`src/rtl/change_hopper_ctrl.sv`:
```
// change_hopper_ctrl: consumer end of the vending change interface.
// Change requests (nickel / dime / two-dime pulses) are queued in a small
// FIFO and played out as fire/ack handshakes on the nickel and dime hoppers,
// while the controller tracks coin inventory, flags short change and latches
// a sticky jam when a hopper never acknowledges a fire.
module change_hopper_ctrl #(
  parameter int QDEPTH  = 4,   // request FIFO depth, power of 2, >= 2
  parameter int TIMEOUT = 15   // fire-high cycles without ack before jam, 1..255
) (
  input  logic       clk,
  input  logic       reset,         // asynchronous, active low
  input  logic       nickel_out,
  input  logic       dime_out,
  input  logic       two_dime_out,
  input  logic       load,
  input  logic [7:0] nickels,
  input  logic [7:0] dimes,
  input  logic       nickel_ack,
  input  logic       dime_ack,
  output logic       nickel_fire,
  output logic       dime_fire,
  output logic       busy,
  output logic       queue_full,
  output logic       overflow,
  output logic       short_change,
  output logic       jam
);

  localparam int AW = $clog2(QDEPTH);
  localparam int CW = AW + 1;

  localparam logic [CW-1:0] DEPTH_C   = CW'(QDEPTH);
  localparam logic [7:0]    TIMEOUT_C = 8'(TIMEOUT);

  localparam logic [2:0] S_IDLE  = 3'd0;
  localparam logic [2:0] S_POP   = 3'd1;
  localparam logic [2:0] S_NFIRE = 3'd2;
  localparam logic [2:0] S_DFIRE = 3'd3;
  localparam logic [2:0] S_JAM   = 3'd4;

  // ---------------------------------------------------------------------------
  // Request FIFO. Each entry is {n, d, dd}; simultaneous pulses share one entry.
  // ---------------------------------------------------------------------------
  logic [2:0]    fifo_q [QDEPTH];
  logic [AW-1:0] wr_ptr_q, wr_ptr_d;
  logic [AW-1:0] rd_ptr_q, rd_ptr_d;
  logic [CW-1:0] count_q, count_d;

  logic       push_req;
  logic       push_ok;
  logic       pop;
  logic       fifo_full;
  logic [2:0] head;
  logic [1:0] head_dimes;

  // FSM and handshake state
  logic [2:0] state_q, state_d;
  logic       n_rem_q, n_rem_d;
  logic [1:0] d_rem_q, d_rem_d;
  logic [7:0] timer_q, timer_d;
  logic       nfire_q, nfire_d;
  logic       dfire_q, dfire_d;

  // Inventory and sticky flags
  logic [7:0] nick_inv_q;
  logic [7:0] dime_inv_q;
  logic       overflow_q;
  logic       short_q;
  logic       short_set;
  logic       n_dec;
  logic       d_dec;

  assign push_req   = nickel_out | dime_out | two_dime_out;
  assign pop        = (state_q == S_POP);
  assign fifo_full  = (count_q == DEPTH_C);
  // A pop in the same cycle frees a slot, so a push into a full FIFO is kept.
  assign push_ok    = push_req & (~fifo_full | pop);
  assign head       = fifo_q[rd_ptr_q];
  assign head_dimes = {1'b0, head[1]} + {head[0], 1'b0};

  // FIFO pointer and occupancy bookkeeping
  always_comb begin
    wr_ptr_d = wr_ptr_q;
    rd_ptr_d = rd_ptr_q;
    count_d  = count_q;
    if (push_ok) wr_ptr_d = wr_ptr_q + AW'(1);
    if (pop)     rd_ptr_d = rd_ptr_q + AW'(1);
    case ({push_ok, pop})
      2'b10:   count_d = count_q + CW'(1);
      2'b01:   count_d = count_q - CW'(1);
      default: count_d = count_q;
    endcase
  end

  // FIFO storage write
  // NOTE: the entry array has no reset; the pointers and count define which
  // entries are valid, so stale contents are never observed.
  always_ff @(posedge clk) begin
    if (push_ok) fifo_q[wr_ptr_q] <= {nickel_out, dime_out, two_dime_out};
  end

  // FIFO control registers
  // NOTE: all clocked state uses non-blocking assignments so every register
  // samples the pre-edge values of its neighbours.
  always_ff @(posedge clk or negedge reset) begin
    if (!reset) begin
      wr_ptr_q <= '0;
      rd_ptr_q <= '0;
      count_q  <= '0;
    end else begin
      wr_ptr_q <= wr_ptr_d;
      rd_ptr_q <= rd_ptr_d;
      count_q  <= count_d;
    end
  end

  // ---------------------------------------------------------------------------
  // Dispense FSM: next state, remaining coins, timer and fire levels.
  // Fire outputs are registered; POP raises the first fire directly so a lone
  // request reaches the actuator three cycles after its pulse.
  // ---------------------------------------------------------------------------
  // FSM next-state and handshake logic
  // NOTE: every variable assigned here gets a default first, so no path can
  // leave one unassigned and infer a latch.
  always_comb begin
    state_d   = state_q;
    n_rem_d   = n_rem_q;
    d_rem_d   = d_rem_q;
    timer_d   = timer_q;
    nfire_d   = nfire_q;
    dfire_d   = dfire_q;
    short_set = 1'b0;
    n_dec     = 1'b0;
    d_dec     = 1'b0;

    case (state_q)
      S_IDLE: begin
        if (count_q != '0) state_d = S_POP;
      end

      S_POP: begin
        n_rem_d = head[2];
        d_rem_d = head_dimes;
        timer_d = '0;
        if (head[2]) begin
          state_d = S_NFIRE;
          nfire_d = (nick_inv_q != 8'd0);
        end else begin
          state_d = S_DFIRE;
          dfire_d = (head_dimes != 2'd0) && (dime_inv_q != 8'd0);
        end
      end

      S_NFIRE: begin
        if (!nfire_q) begin
          if (!n_rem_q) begin
            state_d = S_DFIRE;
          end else if (nick_inv_q == 8'd0) begin
            short_set = 1'b1;
            n_rem_d   = 1'b0;
            state_d   = S_DFIRE;
          end else begin
            nfire_d = 1'b1;
          end
        end else if (nickel_ack) begin
          nfire_d = 1'b0;
          n_dec   = 1'b1;
          n_rem_d = 1'b0;
          timer_d = '0;
          state_d = S_DFIRE;
        end else if (timer_q == TIMEOUT_C - 8'd1) begin
          nfire_d = 1'b0;
          state_d = S_JAM;
        end else begin
          timer_d = timer_q + 8'd1;
        end
      end

      S_DFIRE: begin
        if (!dfire_q) begin
          if (d_rem_q == 2'd0) begin
            state_d = S_IDLE;
          end else if (dime_inv_q == 8'd0) begin
            short_set = 1'b1;
            d_rem_d   = 2'd0;
            state_d   = S_IDLE;
          end else begin
            dfire_d = 1'b1;
            timer_d = '0;
          end
        end else if (dime_ack) begin
          // Fire drops for at least one cycle before the next coin.
          dfire_d = 1'b0;
          d_dec   = 1'b1;
          d_rem_d = d_rem_q - 2'd1;
          timer_d = '0;
        end else if (timer_q == TIMEOUT_C - 8'd1) begin
          dfire_d = 1'b0;
          state_d = S_JAM;
        end else begin
          timer_d = timer_q + 8'd1;
        end
      end

      S_JAM: begin
        nfire_d = 1'b0;
        dfire_d = 1'b0;
      end

      default: begin
        state_d = S_IDLE;
        nfire_d = 1'b0;
        dfire_d = 1'b0;
      end
    endcase
  end

  // FSM and handshake registers
  always_ff @(posedge clk or negedge reset) begin
    if (!reset) begin
      state_q <= S_IDLE;
      n_rem_q <= 1'b0;
      d_rem_q <= 2'd0;
      timer_q <= 8'd0;
      nfire_q <= 1'b0;
      dfire_q <= 1'b0;
    end else begin
      state_q <= state_d;
      n_rem_q <= n_rem_d;
      d_rem_q <= d_rem_d;
      timer_q <= timer_d;
      nfire_q <= nfire_d;
      dfire_q <= dfire_d;
    end
  end

  // Inventory counters: load wins over an ack decrement, and never wrap below 0
  always_ff @(posedge clk or negedge reset) begin
    if (!reset) begin
      nick_inv_q <= 8'd0;
      dime_inv_q <= 8'd0;
    end else if (load) begin
      nick_inv_q <= nickels;
      dime_inv_q <= dimes;
    end else begin
      if (n_dec && nick_inv_q != 8'd0) nick_inv_q <= nick_inv_q - 8'd1;
      if (d_dec && dime_inv_q != 8'd0) dime_inv_q <= dime_inv_q - 8'd1;
    end
  end

  // Sticky fault flags, cleared only by reset
  always_ff @(posedge clk or negedge reset) begin
    if (!reset) begin
      overflow_q <= 1'b0;
      short_q    <= 1'b0;
    end else begin
      if (push_req && !push_ok) overflow_q <= 1'b1;
      if (short_set)            short_q    <= 1'b1;
    end
  end

  assign nickel_fire  = nfire_q;
  assign dime_fire    = dfire_q;
  assign busy         = (state_q != S_IDLE) || (count_q != '0);
  assign queue_full   = fifo_full;
  assign overflow     = overflow_q;
  assign short_change = short_q;
  assign jam          = (state_q == S_JAM);

endmodule

```
`config.mk`:
```
export PLATFORM = sky130hd
export DESIGN_NAME = change_hopper_ctrl
export DESIGN_NICKNAME = d
export VERILOG_FILES = /design/src/rtl/change_hopper_ctrl.sv
export SDC_FILE = /design/constraint.sdc
export NUM_CORES = 1
export LEC_CHECK = 0
export CORE_MARGIN = 5
export CORE_UTILIZATION = 55
export DETAILED_ROUTE_END_ITERATION = 6
export DONT_BUFFER_PORTS = 1
export PLACE_DENSITY = 0.68
export SLEW_MARGIN = 5
export SYNTH_ARGS = -nofsm -noshare
export SYNTH_HDL_FRONTEND = slang
export SYNTH_SLANG_ARGS = --single-unit
export TNS_END_PERCENT = 30
```
`constraint.sdc`:
```
create_clock -name clk -period 3 [get_ports clk]
set_input_delay 0.15 -clock clk [delete_from_list [all_inputs] [get_ports clk]]
set_output_delay 0.15 -clock clk [all_outputs]
set_load 0.02 [all_outputs]
```
==> out/metrics.csv, run 1 <==
metric,value,unit
status,finished clean,
initial antenna violation count,0,
Tmin final,2.49,ns
clk sinks,53,
area of the multi-input gates,1470,um2
Reg area,1390,um2
register area share after synthesis,0.466,
RSZ-0062 raised after global routing,false,
post-synthesis cell count,300,
crit-path max FO,16,
"most common cell after layout, fill and taps aside",dfrtp_1,
total number of H-tree levels,2,
P_int,1.59,mW
"Clk pin slew, worst setup/hold paths",0.09,ns
post-DR wirelength/cell,15.3,um
Resize count post-CTS,0,
Placement Cell Area,3030,um2
crit path cell chain,"or3b_4, a211o_1, nor4_2, xnor2_1, o21ai_1, dlygate4sd3_1",
Worst path max stage delay,0.61,ns
vias in the first global route,2281,
die area,6980,um2
Core Rows,26,
worst slew pin tran,0.908,ns
final instance area,3340,um2
Core Region,5170,um2
Worst setup EP type,flip-flop,
number of max-cap violations,0,
leakage,1.32,nW
Setup TNS Final,0,ns
most frequent cells in the layout,"dfrtp_1, nand2_1, o21ai_0, dlygate4sd3_1",
number of buffers created by CTS,5,
number of diodes,0,
Pre-antenna DRT Iters,6,
Net Sw Frac,0.394,
IO Pins,31,
CTS Root Buffer Type,clkbuf_8,
critical path's top delay family,simple AND/OR/NAND/NOR gates,
Layout area overhead,12.4,%
initial DRC count,93,
vias after detailed routing,2223,
ys async rst share,0.774,
startpoint types,flip-flop,
Post-synth top flop,dfrtp_1,
Die Width,83.6,um
NetSw,1.03,mW
Place WS,0.850,ns
final wirelength,5.99,mm
Worst path slowest cell,dfrtp_1,
VDD IR max,0.000460,V
syn nets,334,
CTS Buffer Depth,2,
Combinational Power Share,0.406,
Rel. slew slack,0.393,
final period utilization,0.831,
first-pass GRT wire length,10.6,mm
Final nets,354,
"Avg Cell Area, Syn",9.92,um2
Filler Cell Count,429,
f_max,401,MHz
Final Util,0.647,
Mapped Area,2980,um2
setup ws final,0.506,ns
Crit path required time,3.19,ns
final hold viol count,0,
DRC viols,0,
Total GRT Usage,0.182,
Die Ht,83.6,um
sequential fraction of design power,0.445,
GRT overflow,0,
Cell variety after synth,52,
Seq cells post-synth,53,
buffers plus inverters on the worst setup path,1,
pwr dens,786,nW/um2
clock network power share,0.149,
number of synthesized flops with an enable pin,12,
# setup viols final,0,
kind of critical path,flip-flop to flip-flop,
Worst Hold Class,input pin to flip-flop,
largest net degree at the start of global routing,42,
clock latency at the later pin of the worst-skew pair,0.30,ns
gpl congestion,0.884,
vias per inst,5.69,
Worst EP arrival,2.69,ns
post-DP HPWL,4.16,mm
antenna-violating nets left,0,
layout cell share with drive strength beyond 1,0.0685,
yosys warns,0,
PortBufs,0,
skew final,0.00739,ns
max-slew violations,0,
CTS tree,done,
initial core utilization,0.575,
[synth_stat cells, types with 5 or more instances]
master     n  area share
xor2_1     6       0.018
nand3_1   10       0.017
o21ai_0   30       0.050
nor3_1    10       0.017
nand2_1   32       0.040
clkbuf_1   8       0.010
nor3b_1    7       0.018
inv_1     16       0.020
edfxtp_1  12        0.12
xnor2_1   13       0.038
a21oi_1    8       0.013
nand2b_1   5       0.011
dfrtp_1   41        0.34
ha_1       9       0.038
nor2_1    16       0.020
and2_1     5       0.011
[worst min-delay path, delay by kind of cell]
family | cells | cell delay, ns
AOI/OAI and AO/OA | 2 | 0.21
and+or+nand+nor | 1 | 0.03
[final cells by class]
type,instances,area share
multi-input cells,219,0.441
flip-flops and latches,53,0.415
clock buffers,7,0.0228
repair buffers,25,0.0756
inverters,16,0.0180
well taps,70,0.0262
clock inverters,1,0.00224
[cell families (layout without fill, tap and decap cells)]
kind of cell	count (synthesis)	count (layout)	synth area share
flip-flops	53	53	0.466
AND/OR/NAND/NOR	111	111	0.203
adder cells (fa/ha/maj)	10	10	0.0446
multiplexers	9	9	0.0437
AO/OA/AOI/OAI	70	70	0.148
buffers and inverters	28	49	0.0391
XOR/XNOR	19	19	0.0559
[stage by stage]
stage          instances  power, mW  hold WS (ns)
3_5_place_dp         361       2.21        -0.144
5_1_grt              391       2.87         0.146
2_1_floorplan        300       1.99        -0.146
3_3_place_gp         361       2.18        -0.144
4_1_cts              391       2.65         0.109
6_report             391       2.63         0.117
[what timing repair did]
action / CTS / global route
endpoints found under the hold margin: 69 / 0
hold buffers: 22 / 0
setup buffers: 0 / 0
endpoints found under the setup margin: 0 / 0
[worst paths after layout]
path                                        startpoint                        end  slack (ns)  cells past startpoint
max in group asynchronous                        reset     d_rem_q[1]$_DFFE_PN0P_        2.50                      2
worst min-delay path                        nickel_ack    nickel_fire$_DFFE_PN0P_        0.12                      3
min in group asynchronous                        reset     timer_q[0]$_DFFE_PN0P_        0.30                      2
worst max register to register  state_q[1]$_DFFE_PN0P_  nick_inv_q[6]$_DFFE_PN0P_        0.51                      6
worst max-delay path            state_q[1]$_DFFE_PN0P_  nick_inv_q[6]$_DFFE_PN0P_        0.51                      6
worst min register to register  timer_q[7]$_DFFE_PN0P_     timer_q[7]$_DFFE_PN0P_        0.49                      1
[layer usage]
layer	wire, um	track usage	vias to the layer above
li1	-	-	1119
met1	2730	0.238	1060
met2	2880	0.294	33
met3	269	0.0503	11
met4	102	0.0585	0
met5	0	0	-
[power by group through the flow]
stage	clock network, mW	logic, mW	registers [mW]
finish	0.392	1.07	1.17
global route	0.445	1.22	1.20
CTS	0.403	1.07	1.17
detailed placement	0	1.02	1.18
global placement	0	0.998	1.18
floorplan	0	0.904	1.09
[flip-flops by register name, indices dropped and copies added (netlist names)]
| register | flops |
|---|---|
| wr_ptr_q | 2 |
| short_change | 1 |
| n_rem_q | 1 |
| dime_fire | 1 |
| rd_ptr_q | 2 |
| count_q | 3 |
| d_rem_q | 2 |
| overflow | 1 |
| nick_inv_q | 8 |
| timer_q | 8 |
| nickel_fire | 1 |
| state_q | 3 |
| dime_inv_q | 8 |
| fifo_q | 12 |
(Power assumes the default switching activity.)
==> inputs of run 2 (changes only) <==
--- a/config.mk
+++ b/config.mk
@@ -5,6 +5,7 @@
 export SDC_FILE = /design/constraint.sdc
 export NUM_CORES = 1
 export LEC_CHECK = 0
+export ABC_AREA = 1
 export CORE_MARGIN = 5
 export CORE_UTILIZATION = 55
 export DETAILED_ROUTE_END_ITERATION = 6
==> constraint.sdc (replaced) <==
create_clock -name clk -period 2.54 [get_ports clk]
set_input_delay 0.127 -clock clk [delete_from_list [all_inputs] [get_ports clk]]
set_output_delay 0.127 -clock clk [all_outputs]
set_load 0.02 [all_outputs]
==> run 2 against run 1 <==
Against the previous run: critical path depth grew 5; power shrank 39%; count of clock-buffer cells in the layout decreased by 2; sequential cell count did not move; clock skew increased by 0.0034 ns; sequential power fell by 21%; design area grew 5.8%; largest power group unchanged; highest routed layer unchanged.
==> out/metrics.csv, run 2 <==
metric,value,unit
status,finished clean,
Tmin final,1.87,ns
"Avg Cell Area, Syn",7.52,um2
max reg flops,12,
Setup TNS Final,0,ns
VDD IR max,0.000301,V
Die Width,86.7,um
most frequent cells in the layout,"nand2_1, inv_1, nor2_1, nand3_1, dfrtp_1",
crit path from,state_q[1]$_DFFE_PN0P_,
RSZ-0062 raised after global routing,false,
Worst setup EP type,flip-flop,
CTS Root Buffer Type,clkbuf_8,
crit-path max FO,9,
Die Ht,86.7,um
CTS tree,done,
layout cell share with drive strength beyond 1,0.0897,
clock network power share,0.312,
final period utilization,0.735,
Core Rows,28,
max-slew violations,0,
# setup viols final,0,
post-DP HPWL,4.77,mm
number of buffers created by CTS,5,
Commonest cells post-synth,"nand2_1, inv_1, nor2_1, dfrtp_1, nand3_1",
post-DR wirelength/cell,12.6,um
number of synthesized flops with an enable pin,12,
post-synth top area share,0.317,
vias after detailed routing,2677,
Cell variety after synth,36,
f_max,536,MHz
Worst EP arrival,2.08,ns
Final Util,0.609,
pwr dens,455,nW/um2
skew final,0.0108,ns
Pre-antenna DRT Iters,5,
Seq cells post-synth,53,
Reg with most FFs,fifo_q,
Crit path required time,2.76,ns
"Clk pin slew, worst setup/hold paths",0.10,ns
first-pass GRT wire length,11.2,mm
Rel. slew slack,0.675,
vias per inst,5.14,
Combinational Power Share,0.111,
syn nets,464,
kind of critical path,flip-flop to flip-flop,
"most common cell after layout, fill and taps aside",nand2_1,
CTS Buffer Depth,2,
yosys warns,0,
Reg area,1390,um2
die area,7510,um2
initial DRC count,103,
initial core utilization,0.556,
Filler Cell Count,553,
area of the multi-input gates,1590,um2
Mapped Area,3230,um2
sequential fraction of design power,0.577,
post-synthesis cell count,430,
initial antenna violation count,0,
startpoint types,flip-flop,
Post-CTS Setup Inserts,0,
Final nets,479,
most frequent cell after synthesis,nand2_1,
hold path startpoint,load,
GRT overflow,0,
Resize count post-CTS,0,
Yosys top cell by area,dfrtp_1,
Post-synth top flop,dfrtp_1,
CP most frequent cell,nand2_1,
total number of H-tree levels,2,
Worst Reg-to-Reg Cells,11,
clock latency at the later pin of the worst-skew pair,0.32,ns
final hold viol count,0,
Worst path slowest cell,dfrtp_1,
antenna-violating nets left,0,
ys async rst share,0.774,
PortBufs,0,
final wirelength,6.55,mm
Total GRT Usage,0.187,
worst slew pin tran,0.484,ns
number of max-cap violations,0,
largest net degree at the start of global routing,42,
P_int,1.18,mW
Layout area overhead,9.44,%
clk sinks,53,
NetSw,0.435,mW
IO Pins,31,
worst reg2reg startpoint,state_q[1]$_DFFE_PN0P_,
R2R setup slack,0.67,ns
leakage,1.70,nW
crit path cell chain,"inv_1, nand3_2, inv_1, nand2_1, fa_1, inv_1, nand2_1, nand2_1, nand2_1, nand2_1, inv_1",
"top cells by area, synth","dfrtp_1, nand2_1, edfxtp_1",
Worst Hold Class,input pin to flip-flop,
gpl congestion,0.925,
Net Sw Frac,0.270,
Core Region,5820,um2
vias in the first global route,2557,
Worst path max stage delay,0.49,ns
Post-CTS Hold Buffers,14,
Hold Path Depth,3,
number of diodes,0,
DRC viols,0,
register area share after synthesis,0.429,
## run 2: power by group through the flow
stage / Sequential [mW] / Clock [mW] / Combinational, mW
floorplan: 0.941 / 0 / 0.125
global placement: 0.947 / 0 / 0.138
detailed placement: 0.948 / 0 / 0.141
CTS: 0.930 / 0.516 / 0.181
global route: 0.936 / 0.542 / 0.209
finish: 0.930 / 0.503 / 0.179
## run 2: final timing paths
kind | endpoint
max | count_q[2]$_DFFE_PN0P_
min | nick_inv_q[3]$_DFFE_PN0P_
max reg2reg | count_q[2]$_DFFE_PN0P_
min reg2reg | count_q[0]$_DFFE_PN0P_
max in group asynchronous | dime_inv_q[6]$_DFFE_PN0P_
min in group asynchronous | timer_q[2]$_DFFE_PN0P_
## run 2: kinds of logic (layout without fill, tap and decap cells)
group / after synthesis / count (layout) / synth area share
AOI/OAI and AO/OA: 41 / 41 / 0.0720
DFF: 53 / 53 / 0.429
buffers and inverters: 64 / 80 / 0.0812
xor gates and xnor gates: 10 / 10 / 0.0271
and+or+nand+nor: 252 / 252 / 0.350
adders and majority gates: 10 / 10 / 0.0410
## run 2: critical path: cells and delay by family (launching register included)
kind          cells  cell delay (ns)
simple gates      6             0.50
buf+inv           4             0.40
flops             1             0.49
fa+ha+maj         1             0.40
## run 2: through the flow
step	setup slack [ns]	power (mW)	std cells	instance area [um2]	hold WS (ns)
2_1_floorplan	0.871	1.07	430	3230	-0.169
3_3_place_gp	0.778	1.08	499	3290	-0.167
3_5_place_dp	0.691	1.09	499	3290	-0.167
4_1_cts	0.672	1.63	521	3540	0.000108
5_1_grt	0.501	1.69	521	3540	0.0261
6_report	0.674	1.61	521	3540	0.00776
## run 2: per-layer routing
layer / routed length [um] / vias up / global-route usage
li1: - / 1399 / -
met1: 3070 / 1213 / 0.242
met4: 110 / 0 / 0.0581
met5: 0 / - / 0
met3: 338 / 10 / 0.0380
met2: 3030 / 55 / 0.316
## run 2: layout make-up
type	instances	share of cell area
repair buffers	15	0.0467
inverters	57	0.0604
multi-input cells	313	0.448
clock buffers	5	0.0194
well taps	75	0.0265
clock inverters	3	0.00742
flip-flops and latches	53	0.392
==> inputs of run 3 (changes only) <==
--- a/config.mk
+++ b/config.mk
@@ -10,7 +10,7 @@
 export CORE_UTILIZATION = 55
 export DETAILED_ROUTE_END_ITERATION = 6
 export DONT_BUFFER_PORTS = 1
-export PLACE_DENSITY = 0.68
+export PLACE_DENSITY = 0.71
 export SLEW_MARGIN = 5
 export SYNTH_ARGS = -nofsm -noshare
 export SYNTH_HDL_FRONTEND = slang
==> constraint.sdc (replaced) <==
create_clock -name clk -period 1.6 [get_ports clk]
set_input_delay 0.08 -clock clk [delete_from_list [all_inputs] [get_ports clk]]
set_output_delay 0.08 -clock clk [all_outputs]
set_load 0.02 [all_outputs]
==> run 3 against run 2 <==
Against the previous run: the run now ends with negative hold slack left; sequential power up 59%; routed wire length is 7.1% higher; core utilization increased by 6.5 points; count of clock-buffer cells in the layout unchanged; sequential share of layout area fell by 3.8 points; combinational power is 89% higher; clock skew shrank 0.0057 ns; cell count rose by 6.7%; critical endpoint is now busy; highest routed layer unchanged.
==> out/metrics.csv, run 3 (synthesis gave the netlist of run 2 again) <==
metric,value,unit
die area,7510,um2
kind of critical path,flip-flop to output port,
f_max,640,MHz
post-DR wirelength/cell,12.6,um
final wirelength,7.02,mm
"Clk pin slew, worst setup/hold paths",0.10,ns
Final nets,514,
clk sinks,53,
Layout area overhead,21.2,%
RSZ-0062 raised after global routing,true,
Pre-antenna DRT Iters,4,
initial DRC count,136,
Core Rows,28,
CTS tree,done,
buffers plus inverters on the worst setup path,2,
Net Sw Frac,0.276,
Total Power,2.62,mW
Setup TNS Final,0,ns
final hold viol count,3,
status,"complete, but fails checks",
failing checks,negative hold slack,
clock network power share,0.307,
Worst EP arrival,1.48,ns
Reg area,1390,um2
max-slew violations,0,
sequential fraction of design power,0.563,
Filler Cell Count,491,
first-pass GRT wire length,11.8,mm
number of diodes,0,
R2R setup slack,0.07,ns
vias in the first global route,2711,
antenna-violating nets left,0,
Fin Hold WS,-0.00562,ns
CTS Root Buffer Type,clkbuf_8,
PortBufs,0,
Worst setup EP type,output port,
skew final,0.00510,ns
IO Pins,31,
post-DP HPWL,4.95,mm
# setup viols final,0,
worst slew pin tran,0.806,ns
Reg with most FFs,fifo_q,
vias after detailed routing,2874,
CTS Buffer Depth,2,
P_int,1.90,mW
startpoint types,flip-flop,
crit-path max FO,6,
number of buffers created by CTS,5,
VDD IR max,0.000647,V
number of max-cap violations,0,
Combinational Power Share,0.129,
area of the multi-input gates,1710,um2
post-route insts no fill,556,
crit path from,state_q[0]$_DFFE_PN0P_,
crit path cell chain,"buf_4, nor2_4, nand2_1, nor3_4, inv_2",
worst reg2reg startpoint,state_q[0]$_DFFE_PN0P_,
Place WS,-0.0899,ns
dpl cells,524,
Worst path slowest cell,dfrtp_2,
final period utilization,0.976,
clock latency at the later pin of the worst-skew pair,0.32,ns
Crit path required time,1.52,ns
DRC viols,0,
gpl congestion,0.855,
hold path startpoint,dimes[0],
max reg flops,12,
most frequent cells in the layout,"nand2_1, nor2_1, inv_1, dfrtp_1, nand3_1",
Worst path max stage delay,0.47,ns
Total GRT Usage,0.196,
largest net degree at the start of global routing,42,
pwr dens,669,nW/um2
Tmin final,1.56,ns
initial antenna violation count,0,
NetSw,0.724,mW
Rel. slew slack,0.463,
total number of H-tree levels,2,
setup ws final,0.0379,ns
Core Region,5820,um2
Die Width,86.7,um
vias per inst,5.17,
"most common cell after layout, fill and taps aside",nand2_1,
Worst Hold Class,input pin to flip-flop,
Die Ht,86.7,um
layout cell share with drive strength beyond 1,0.195,
leakage,1.88,nW
initial core utilization,0.556,
critical path's top delay family,flip-flops,
GRT overflow,0,
[run 3: power groups by stage]
| stage | clock [mW] | combinational, mW | sequential [mW] |
|---|---|---|---|
| 3_5_place_dp | 0 | 0.248 | 1.50 |
| 6_report | 0.806 | 0.339 | 1.48 |
| 2_1_floorplan | 0 | 0.198 | 1.49 |
| 5_1_grt | 0.892 | 0.386 | 1.48 |
| 3_3_place_gp | 0 | 0.241 | 1.50 |
| 4_1_cts | 0.830 | 0.320 | 1.47 |
[run 3: area by class of cell]
| type | count | share of cell area |
|---|---|---|
| Multi-Input combinational cell | 315 | 0.437 |
| Sequential cell | 53 | 0.354 |
| Timing Repair Buffer | 48 | 0.106 |
| Inverter | 57 | 0.0546 |
| Tap cell | 75 | 0.0239 |
| Clock buffer | 5 | 0.0176 |
| Clock inverter | 3 | 0.00670 |
[run 3: path summary, 6_finish.rpt]
path	endpoint	depth (start not counted)
max in group asynchronous	state_q[0]$_DFFE_PN0P_	2
min in group asynchronous	timer_q[2]$_DFFE_PN0P_	2
hold / removal	dime_inv_q[0]$_DFFE_PN0P_	4
hold reg to reg	count_q[0]$_DFFE_PN0P_	1
setup reg to reg	state_q[1]$_DFFE_PN0P_	9
setup / recovery	busy	5
[run 3: stage by stage]
step           instance area (um2)  utilization
2_1_floorplan                 3240            -
3_3_place_gp                  3480        0.599
3_5_place_dp                  3480        0.599
4_1_cts                       3760        0.647
5_1_grt                       3920        0.674
6_report                      3920        0.674
[run 3: worst reg2reg max path, stage by stage, from the launching register on]
cell and delay, ns:
dfrtp_2 0.47, buf_4 0.16, nor2_4 0.11, nand2_1 0.13, nor3_4 0.19, nor2_1 0.13, nand3_4 0.09, inv_2 0.04
nand2_1 0.06, nand2_1 0.05
[run 3: per-layer routing]
layer,vias up,global-route usage,part of all wire
met5,-,0,0
met4,0,0.0652,0.018
met3,11,0.0399,0.045
met2,62,0.322,0.47
met1,1328,0.258,0.46
li1,1473,-,-
[run 3: repair_timing]
action | CTS | global route
setup buffers | 0 | 6
pin swaps | 1 | 13
endpoints found under the setup margin | 10 | 32
cloned | 0 | 2
hold buffers | 16 | 0
hold endpoints to repair | 68 | 0
gates resized for setup | 5 | 27
